<file path="src/rtl/cache_arbiter_if.sv">
// Request/response bundle between the fetch and memory stages, the arbiter
// and the shared cache.
interface cache_arbiter_if #(
  parameter int ADDRESS_WIDTH = 32,
  parameter int DATA_WIDTH    = 32
);
  logic                     i_req;
  logic [ADDRESS_WIDTH-1:0] i_addr;
  logic [DATA_WIDTH-1:0]    i_rdata;
  logic                     i_done;
  logic                     d_req;
  logic                     d_we;
  logic [ADDRESS_WIDTH-1:0] d_addr;
  logic [DATA_WIDTH-1:0]    d_wdata;
  logic [DATA_WIDTH-1:0]    d_rdata;
  logic                     d_done;
  logic                     c_req;
  logic                     c_we;
  logic [ADDRESS_WIDTH-1:0] c_addr;
  logic [DATA_WIDTH-1:0]    c_wdata;
  logic [DATA_WIDTH-1:0]    c_rdata;
  logic                     c_done;
  logic                     stall_if;
  logic                     stall_mem;

  // Arbiter side.
  modport slave (
    input  i_req, i_addr, d_req, d_we, d_addr, d_wdata, c_rdata, c_done,
    output i_rdata, i_done, d_rdata, d_done, c_req, c_we, c_addr, c_wdata,
           stall_if, stall_mem
  );

  // Environment side: requesters and cache.
  modport master (
    output i_req, i_addr, d_req, d_we, d_addr, d_wdata, c_rdata, c_done,
    input  i_rdata, i_done, d_rdata, d_done, c_req, c_we, c_addr, c_wdata,
           stall_if, stall_mem
  );
endinterface

</file>
<file path="src/rtl/cache_arbiter.sv">
// Two-requester arbiter in front of a single-ported cache. Data accesses win
// by default; an instruction fetch is forced through after STARVE_LIMIT
// consecutive data grants taken while the fetch was waiting.
module cache_arbiter #(
  parameter int ADDRESS_WIDTH = 32,
  parameter int DATA_WIDTH    = 32,
  parameter int STARVE_LIMIT  = 3
) (
  input  logic            clk,
  input  logic            reset,
  cache_arbiter_if.slave  bus
);

  typedef enum logic [1:0] {
    IDLE   = 2'd0,
    BUSY_I = 2'd1,
    BUSY_D = 2'd2
  } state_t;

  localparam logic [2:0] LIMIT = 3'(STARVE_LIMIT);

  state_t                   state;
  logic [2:0]               starve_cnt;
  logic                     i_elig;
  logic                     d_elig;
  logic                     grant_i;
  logic                     grant_d;
  logic [2:0]               starve_next;
  logic [ADDRESS_WIDTH-1:0] grant_addr;
  logic [DATA_WIDTH-1:0]    grant_wdata;

  // Eligibility and grant decision; a requester whose done pulse is still
  // high has just been served and must not be granted again.
  always_comb begin
    i_elig  = bus.i_req & ~bus.i_done;
    d_elig  = bus.d_req & ~bus.d_done;
    grant_i = 1'b0;
    grant_d = 1'b0;
    if (d_elig && !(i_elig && (starve_cnt == LIMIT))) begin
      grant_d = 1'b1;
    end else if (i_elig) begin
      grant_i = 1'b1;
    end else begin
      grant_i = 1'b0;
    end
  end

  // Starvation counter value for a data grant: counts only while a fetch waits.
  always_comb begin
    starve_next = 3'd0;
    if (bus.i_req) begin
      starve_next = (starve_cnt >= LIMIT) ? LIMIT : starve_cnt + 3'd1;
    end else begin
      starve_next = 3'd0;
    end
  end

  // Address/data to latch toward the cache for the winning requester.
  always_comb begin
    grant_addr  = bus.i_addr;
    grant_wdata = bus.c_wdata;
    if (grant_d) begin
      grant_addr  = bus.d_addr;
      grant_wdata = bus.d_wdata;
    end else begin
      grant_addr  = bus.i_addr;
      grant_wdata = bus.c_wdata;
    end
  end

  // Arbitration FSM with registered cache request and completion outputs.
  always_ff @(posedge clk or posedge reset) begin
    if (reset) begin
      state       <= IDLE;
      starve_cnt  <= 3'd0;
      bus.c_req   <= 1'b0;
      bus.c_we    <= 1'b0;
      bus.c_addr  <= '0;
      bus.c_wdata <= '0;
      bus.i_rdata <= '0;
      bus.d_rdata <= '0;
      bus.i_done  <= 1'b0;
      bus.d_done  <= 1'b0;
    end else begin
      bus.i_done <= 1'b0;
      bus.d_done <= 1'b0;
      case (state)
        IDLE: begin
          if (grant_d) begin
            state       <= BUSY_D;
            bus.c_req   <= 1'b1;
            bus.c_we    <= bus.d_we;
            bus.c_addr  <= grant_addr;
            bus.c_wdata <= grant_wdata;
            starve_cnt  <= starve_next;
          end else if (grant_i) begin
            state      <= BUSY_I;
            bus.c_req  <= 1'b1;
            bus.c_we   <= 1'b0;
            bus.c_addr <= grant_addr;
            starve_cnt <= 3'd0;
          end
        end
        BUSY_I: begin
          if (bus.c_done) begin
            state       <= IDLE;
            bus.c_req   <= 1'b0;
            bus.i_done  <= 1'b1;
            bus.i_rdata <= bus.c_rdata;
          end
        end
        BUSY_D: begin
          if (bus.c_done) begin
            state      <= IDLE;
            bus.c_req  <= 1'b0;
            bus.d_done <= 1'b1;
            if (!bus.c_we) begin
              bus.d_rdata <= bus.c_rdata;
            end
          end
        end
        default: begin
          state     <= IDLE;
          bus.c_req <= 1'b0;
        end
      endcase
    end
  end

  // Stalls follow the requests directly and release in the done cycle.
  assign bus.stall_if  = bus.i_req & ~bus.i_done;
  assign bus.stall_mem = bus.d_req & ~bus.d_done;

endmodule

</file>
<file path="src/flat_wrapper.sv">
// flat-port wrapper written by rule: the top's interface ports become plain ports
module cache_arbiter_flat 
#(
  parameter int ADDRESS_WIDTH = 32,
  parameter int DATA_WIDTH    = 32,
  parameter int STARVE_LIMIT  = 3
)
  (clk, reset, bus_i_req, bus_i_addr, bus_d_req, bus_d_we, bus_d_addr, bus_d_wdata, bus_c_rdata, bus_c_done, bus_i_rdata, bus_i_done, bus_d_rdata, bus_d_done, bus_c_req, bus_c_we, bus_c_addr, bus_c_wdata, bus_stall_if, bus_stall_mem);
  cache_arbiter_if #(.ADDRESS_WIDTH(ADDRESS_WIDTH), .DATA_WIDTH(DATA_WIDTH)) bus_i ();
  input  logic clk;
  input  logic reset;
  input wire logic [$bits(bus_i.i_req)-1:0] bus_i_req;
  input wire logic [$bits(bus_i.i_addr)-1:0] bus_i_addr;
  input wire logic [$bits(bus_i.d_req)-1:0] bus_d_req;
  input wire logic [$bits(bus_i.d_we)-1:0] bus_d_we;
  input wire logic [$bits(bus_i.d_addr)-1:0] bus_d_addr;
  input wire logic [$bits(bus_i.d_wdata)-1:0] bus_d_wdata;
  input wire logic [$bits(bus_i.c_rdata)-1:0] bus_c_rdata;
  input wire logic [$bits(bus_i.c_done)-1:0] bus_c_done;
  output wire logic [$bits(bus_i.i_rdata)-1:0] bus_i_rdata;
  output wire logic [$bits(bus_i.i_done)-1:0] bus_i_done;
  output wire logic [$bits(bus_i.d_rdata)-1:0] bus_d_rdata;
  output wire logic [$bits(bus_i.d_done)-1:0] bus_d_done;
  output wire logic [$bits(bus_i.c_req)-1:0] bus_c_req;
  output wire logic [$bits(bus_i.c_we)-1:0] bus_c_we;
  output wire logic [$bits(bus_i.c_addr)-1:0] bus_c_addr;
  output wire logic [$bits(bus_i.c_wdata)-1:0] bus_c_wdata;
  output wire logic [$bits(bus_i.stall_if)-1:0] bus_stall_if;
  output wire logic [$bits(bus_i.stall_mem)-1:0] bus_stall_mem;
  assign bus_i.i_req = bus_i_req;
  assign bus_i.i_addr = bus_i_addr;
  assign bus_i.d_req = bus_d_req;
  assign bus_i.d_we = bus_d_we;
  assign bus_i.d_addr = bus_d_addr;
  assign bus_i.d_wdata = bus_d_wdata;
  assign bus_i.c_rdata = bus_c_rdata;
  assign bus_i.c_done = bus_c_done;
  assign bus_i_rdata = bus_i.i_rdata;
  assign bus_i_done = bus_i.i_done;
  assign bus_d_rdata = bus_i.d_rdata;
  assign bus_d_done = bus_i.d_done;
  assign bus_c_req = bus_i.c_req;
  assign bus_c_we = bus_i.c_we;
  assign bus_c_addr = bus_i.c_addr;
  assign bus_c_wdata = bus_i.c_wdata;
  assign bus_stall_if = bus_i.stall_if;
  assign bus_stall_mem = bus_i.stall_mem;
  cache_arbiter #(.ADDRESS_WIDTH(ADDRESS_WIDTH), .DATA_WIDTH(DATA_WIDTH), .STARVE_LIMIT(STARVE_LIMIT)) u_core (.clk(clk), .reset(reset), .bus(bus_i));
endmodule
</file>
<file path="config.mk">
export PLATFORM = sky130hd
export DESIGN_NAME = cache_arbiter_flat
export DESIGN_NICKNAME = d
export VERILOG_FILES = /design/src/rtl/cache_arbiter_if.sv /design/src/rtl/cache_arbiter.sv /design/src/flat_wrapper.sv
export SDC_FILE = /design/constraint.sdc
export NUM_CORES = 1
export LEC_CHECK = 0
export CAP_MARGIN = 15
export CELL_PAD_IN_SITES_DETAIL_PLACEMENT = 1
export CELL_PAD_IN_SITES_GLOBAL_PLACEMENT = 2
export CORE_MARGIN = 10
export CORE_UTILIZATION = 24
export DETAILED_ROUTE_END_ITERATION = 7
export PLACE_DENSITY = 0.89
export SLEW_MARGIN = 20
export SYNTH_ARGS = -nofsm -noshare
export SYNTH_HDL_FRONTEND = slang
export SYNTH_SLANG_ARGS = --single-unit
</file>
<file path="constraint.sdc">
create_clock -name clk -period 5.13 [get_ports clk]
set_input_delay 1.2825 -clock clk [delete_from_list [all_inputs] [get_ports clk]]
set_output_delay 1.2825 -clock clk [all_outputs]
set_load 0.03 [all_outputs]
</file>
==> results of run 1 <==
metal layers:
metal | global-route usage, % | vias up | share of wire [%]
li1 | - | 2233 | -
met1 | 14.4 | 2453 | 38
met2 | 21.9 | 192 | 48
met3 | 7.33 | 13 | 13
met4 | 3.13 | 2 | 1.2
met5 | 0 | - | 0.060
stage by stage:
step / cell area [sq um] / instances / utilization [%] / hold slack, ns / power, mW
after floorplan: 6070 / 473 / - / 0.489 / 4.01
after global placement: 9060 / 1040 / 36.2 / 0.467 / 5.49
after detailed placement: 9060 / 1040 / 36.2 / 0.478 / 5.57
after CTS: 9650 / 1072 / 38.6 / 0.494 / 6.87
after global routing: 9650 / 1072 / 38.6 / 0.517 / 7.15
final: 9660 / 1073 / 38.6 / 0.491 / 6.74
cells in the mapped netlist:
cell type	count
nand3b_1	1
a22o_1	1
nor2b_1	2
dfrtp_1	137
nand2b_1	4
buf_2	13
a31oi_1	1
o21ai_0	33
and3b_1	33
o21ai_2	1
a32o_1	3
buf_1	4
and2_1	1
a21oi_1	1
inv_2	2
or4_1	1
buf_6	3
a221oi_1	32
a22oi_1	32
nand2_1	2
mux2_1	8
a211oi_1	1
ha_1	5
a2111o_1	1
mux2_2	88
o22a_1	1
nor3_4	1
inv_1	39
clkbuf_1	21
o21ai_1	1
cell families after synthesis:
logic type | Yosys count | share of synthesized area (%)
buf+inv | 82 | 5.71
simple gates | 45 | 6.13
flops | 137 | 56.5
compound gates | 108 | 12.8
mux | 96 | 17.8
fa+ha+maj | 5 | 1.03
path summary, 6_finish.rpt:
check / slack, ns / startpoint / end
setup / recovery: 1.06 / bus_i_req / bus_stall_if
hold / removal: 0.49 / u_core.bus.c_wdata[23] / u_core.bus.c_wdata[23]
setup reg to reg: 2.55 / u_core.bus.d_done / u_core.bus.c_addr[26]
hold reg to reg: 0.49 / u_core.bus.c_wdata[23] / u_core.bus.c_wdata[23]
max in group asynchronous: 2.81 / reset / u_core.bus.c_addr[21]
min in group asynchronous: 1.39 / reset / u_core.bus.d_rdata[6]
power groups by stage:
| stage | logic [mW] | clock network (mW) | registers, mW |
|---|---|---|---|
| floorplan | 1.05 | 0 | 2.96 |
| global placement | 3.59 | 0 | 1.90 |
| detailed placement | 3.63 | 0 | 1.94 |
| CTS | 3.65 | 1.29 | 1.93 |
| global route | 3.82 | 1.34 | 1.99 |
| finish | 3.58 | 1.24 | 1.91 |
final cells by class:
type | instances | area share, %
clock inverters | 14 | 1.58
repair buffers | 278 | 28.6
well taps | 330 | 4.28
clock buffers | 18 | 4.55
flip-flops and latches | 137 | 35.5
multi-input cells | 254 | 23.8
inverters | 41 | 1.65
diodes | 1 | 0.0259
flip-flops by register name (all words and copies together), names as in the netlist:
register and flops:
u_core.bus.c_wdata 32, u_core.bus.i_done 1, u_core.bus.c_addr 32, u_core.state 2, u_core.bus.c_we 1, u_core.bus.d_done 1
u_core.starve_cnt 3, u_core.bus.i_rdata 32, u_core.bus.d_rdata 32, u_core.bus.c_req 1
==> impl_metrics.csv, run 1 <==
group,metric,value,unit
critical_path,cp_top_family,"buffers and inverters",
final_layout,nNetsFinal,868,
timing,maxSlewHeadroom,37.3,%
clocking,path_clk_slew,0.06,ns
route,viasPerCell,4.56,
clocking,cts.sinks,137,
critical_path,criticalPathCategory,"in2out",
floorplan,die_w,179,microns
timing,rsz0062_at_grt,"no",
critical_path,cp_num_cells,4,
clocking,postCtsSetupRepairBufs,0,
logic_synthesis,ys_warn_count,0,
logic_synthesis,synth_cells,473,
logic_synthesis,syn-cell-area,6070,sq um
final_layout,final_cell_mix,"clkdlybuf4s50_1, dfrtp_1, mux2_2",
critical_path,startpoint_type,"primary input",
timing,min_period,4.07,ns
logic_synthesis,yosys.area.top_type,"dfrtp_1",
clocking,root_buffer,"clkbuf_16",
critical_path,r2r_cells,6,
route,drt_iter0_drc,252,
timing,tightest_slew,0.940,ns
final_layout,drive_gt1_share,18.7,%
logic_synthesis,synth-seq-area-share,56.5,%
floorplan,core-area,25000,sq um
route,wl_per_cell,20.1,microns
timing,setup_viol,0,
global_route,antenna_found_initial,1,
clocking,insertion_delay,0.41,ns
logic_synthesis,synth_fp_nets,612,
pwr,p_leak,4.09,nW
floorplan,start_util,24.2,%
placed_design,routabilityCongestion,0.730,
pwr,p_switching,2.82,mW
floorplan,die-area,32000,sq um
timing,finClkSkew,0.0140,ns
critical_path,required,3.85,ns
global_route,grt_max_degree,84,
job,maxCapViolCount,0,
pwr,sw_frac_of_total,41.8,%
clocking,cts_repair_resize_count,0,
global_route,grt_pass1_vias,5449,
critical_path,slowest_stage,"clkdlybuf4s50_1",
final_layout,layout_commonest_cell,"clkdlybuf4s50_1",
timing,fmax,246,MHz
clocking,cts_buffers,17,
logic_synthesis,synth_area_leaders,"dfrtp_1, mux2_2, and3b_1, a221oi_1, a22oi_1",
global_route,grt_pass1_wl,32.4,mm
clocking,htreeDepth,4,
floorplan,rows,58,
critical_path,cpPeakStageDelay,0.73,ns
placed_design,dp_slack,1.07,ns
timing,final_max_slew_viol_count,0,
final_layout,regArea,3430,sq um
route,drc,0,
pwr,p_clk_share,18.5,%
placed_design,io_buffers,267,
pwr,p_int,3.92,mW
global_route,track_usage,13.2,%
pwr,peakVddDrop,0.338,mV
floorplan,die_h,179,microns
logic_synthesis,synth_cell_types,30,
route,routed-via-count,4893,
critical_path,critPathMaxFanout,6,
critical_path,arrival,2.78,ns
min_path,whs_path_depth,1,
critical_path,cp_cell_sequence,"clkdlybuf4s50_1 > nand2b_1 > inv_2 > clkdlybuf4s50_1",
timing,post-route-period-util,79.3,%
final_layout,multi_input_area,2300,sq um
route,final_antenna_net_count,0,
final_layout,synthToLayoutAreaGrowth,59.2,%
critical_path,cp_num_buf_inv,3,
final_layout,num-fill-cells,2672,
route,routed_wl,21.6,mm
logic_synthesis,synth_seq_cells,137,
placed_design,hpwl,15.6,mm
pwr,share_comb_of_total_power,53.1,%
min_path,min_path_type,"reg2reg",
critical_path,path_common_cell,"clkdlybuf4s50_1",
timing,finalWorstSetupSlack,1.06,ns
timing,final.setup.tns,0,ns
logic_synthesis,netlist.area_leader.share,56.5,%
clocking,cts_tree,"yes",
timing,hold_viol_final,0,
route,dr.pass1.iters,4,
clocking,clock_path_buffers,2,
clocking,hold_buffers,0,
global_route,overflow,0,
logic_synthesis,synth_area_per_cell,12.8,sq um
status,outcome,"finished clean",
pwr,pwr-share-seq,28.4,%
critical_path,cp-end-kind,"output port",
pwr,pwr_density_cell,698,nW/um^2
floorplan,num_io_pins,268,
No activity file was read; power rests on OpenSTA's default activity.
==> run 2: changes to the inputs <==
==> constraint.sdc (replaced) <==
create_clock -name clk -period 3.7 [get_ports clk]
set_input_delay 0.925 -clock clk [delete_from_list [all_inputs] [get_ports clk]]
set_output_delay 0.925 -clock clk [all_outputs]
set_load 0.03 [all_outputs]
==> run 2 against run 1 <==
Against the previous run: non-clock buffer count is the same; global-route usage up 0.066 points; core utilization up 0.050 points; sequential share of layout area barely moved; hold slack worse by 0.0053 ns; clock skew down 0.0041 ns; final cell count about the same; die area stayed put; flip-flop and latch count is the same; critical path depth stayed put; wire length fell by 0.37%; critical path type unchanged; critical endpoint is now bus_stall_mem; largest cell class unchanged; largest power group unchanged; highest routed layer is now met4.
==> impl_metrics.csv, run 2 (synthesis results as in run 1) <==
group,metric,value,unit
route,routed-via-count,4900,
critical_path,criticalPathCategory,"in2out",
floorplan,core-area,25000,sq um
clocking,cts_tree,"yes",
placed_design,hpwl,15.4,mm
route,dr.pass1.iters,4,
global_route,grt_pass1_wl,32.7,mm
timing,hold_viol_final,0,
global_route,grt_pass1_vias,5400,
clocking,root_buffer,"clkbuf_16",
clocking,cts_repair_resize_count,0,
route,viasPerCell,4.56,
critical_path,cp-end-kind,"output port",
status,outcome,"finished clean",
pwr,p_leak,4.09,nW
pwr,peakVddDrop,0.454,mV
min_path,min_path_type,"reg2reg",
critical_path,critPathMaxFanout,3,
clocking,hold_buffers,0,
final_layout,layout_commonest_cell,"clkdlybuf4s50_1",
floorplan,die_w,179,microns
timing,tightest_slew,0.909,ns
clocking,htreeDepth,4,
critical_path,startpoint_type,"primary input",
floorplan,num_io_pins,268,
job,maxCapViolCount,0,
floorplan,rows,58,
floorplan,die_h,179,microns
floorplan,die-area,32000,sq um
route,drt_iter0_drc,168,
floorplan,start_util,24.2,%
timing,finClkSkew,0.00989,ns
final_layout,nNetsFinal,868,
timing,maxSlewHeadroom,39.4,%
global_route,track_usage,13.2,%
timing,fmax,352,MHz
route,wl_per_cell,20.0,microns
final_layout,final_util,38.6,%
timing,post-route-period-util,76.9,%
clocking,postCtsSetupRepairBufs,0,
placed_design,routabilityCongestion,0.735,
clocking,cts.sinks,137,
timing,rsz0062_at_grt,"no",
critical_path,arrival,1.92,ns
clocking,path_clk_slew,0.06,ns
timing,final.setup.tns,0,ns
final_layout,drive_gt1_share,18.5,%
route,routed_wl,21.5,mm
timing,final_max_slew_viol_count,0,
global_route,antenna_found_initial,3,
global_route,overflow,0,
route,final_antenna_net_count,0,
global_route,grt_max_degree,138,
clocking,cts_buffers,17,
clocking,clock_path_buffers,2,
final_layout,synthToLayoutAreaGrowth,59.4,%
placed_design,io_buffers,267,
pwr,pwr_density_cell,960,nW/um^2
clocking,insertion_delay,0.41,ns
route,drc,0,
critical_path,required,2.77,ns
final_layout,final_cell_mix,"clkdlybuf4s50_1, dfrtp_1, mux2_2",
timing,min_period,2.84,ns
timing,setup_viol,0,
==> run 2: changes by cell type in the layout (fill, tap and decap cells not counted), sizes merged <==
cell and change:
buf +1, clkbuf +3, clkdlybuf4s50 -1, clkinv +5, clkinvlp +1, diode +2
inv -10
==> run 2: worst paths after layout <==
check | start | to | slack (ns) | depth (start not counted)
max in group asynchronous | reset | u_core.bus.c_addr[28] | 2.06 | 3
min reg2reg | u_core.bus.c_wdata[19] | u_core.bus.c_wdata[19] | 0.49 | 1
min in group asynchronous | reset | u_core.bus.i_rdata[3] | 1.09 | 3
min | u_core.bus.c_wdata[19] | u_core.bus.c_wdata[19] | 0.49 | 1
max | bus_d_req | bus_stall_mem | 0.86 | 4
max reg2reg | u_core.bus.d_done | u_core.bus.c_wdata[14] | 1.34 | 6
==> run 2: worst max-delay path, stage by stage <==
cell and delay [ns]:
clkdlybuf4s50_1 0.51, nand2b_2 0.08, inv_1 0.23, buf_12 0.16
==> run 2: final cells by class <==
cell class	instances	area (sq um)
fillers	2664	15400
inverters	41	158
clock buffers	21	460
well taps	330	413
clock inverters	10	97.6
diodes	3	7.51
flip-flops and latches	137	3430
repair buffers	278	2800
multi-input cells	254	2300
==> run 2: report_power, final <==
part	total, mW	internal, mW	switching (mW)	leakage (nW)
clock network	1.63	0.959	0.668	0.265
registers	2.65	2.26	0.391	1.62
logic	5.00	2.22	2.78	2.21
==> run 2: stage by stage <==
stage | area [sq um] | setup slack, ns | hold WS, ns | total power [mW] | cells
floorplan | 6070 | 1.07 | 0.489 | 5.56 | 473
global placement | 9100 | 0.746 | 0.467 | 7.65 | 1040
detailed placement | 9100 | 0.734 | 0.475 | 7.75 | 1040
CTS | 9660 | 0.829 | 0.490 | 9.45 | 1071
global route | 9660 | 0.797 | 0.511 | 9.84 | 1072
finish | 9670 | 0.856 | 0.486 | 9.28 | 1074
==> run 2: per-layer routing <==
layer / vias to the layer above / part of all wire, % / global-route usage (%)
met2: 183 / 48 / 21.7
met1: 2465 / 39 / 14.8
met4: 0 / 1.7 / 3.75
met3: 20 / 11 / 6.78
li1: 2232 / - / -
met5: - / 0 / 0
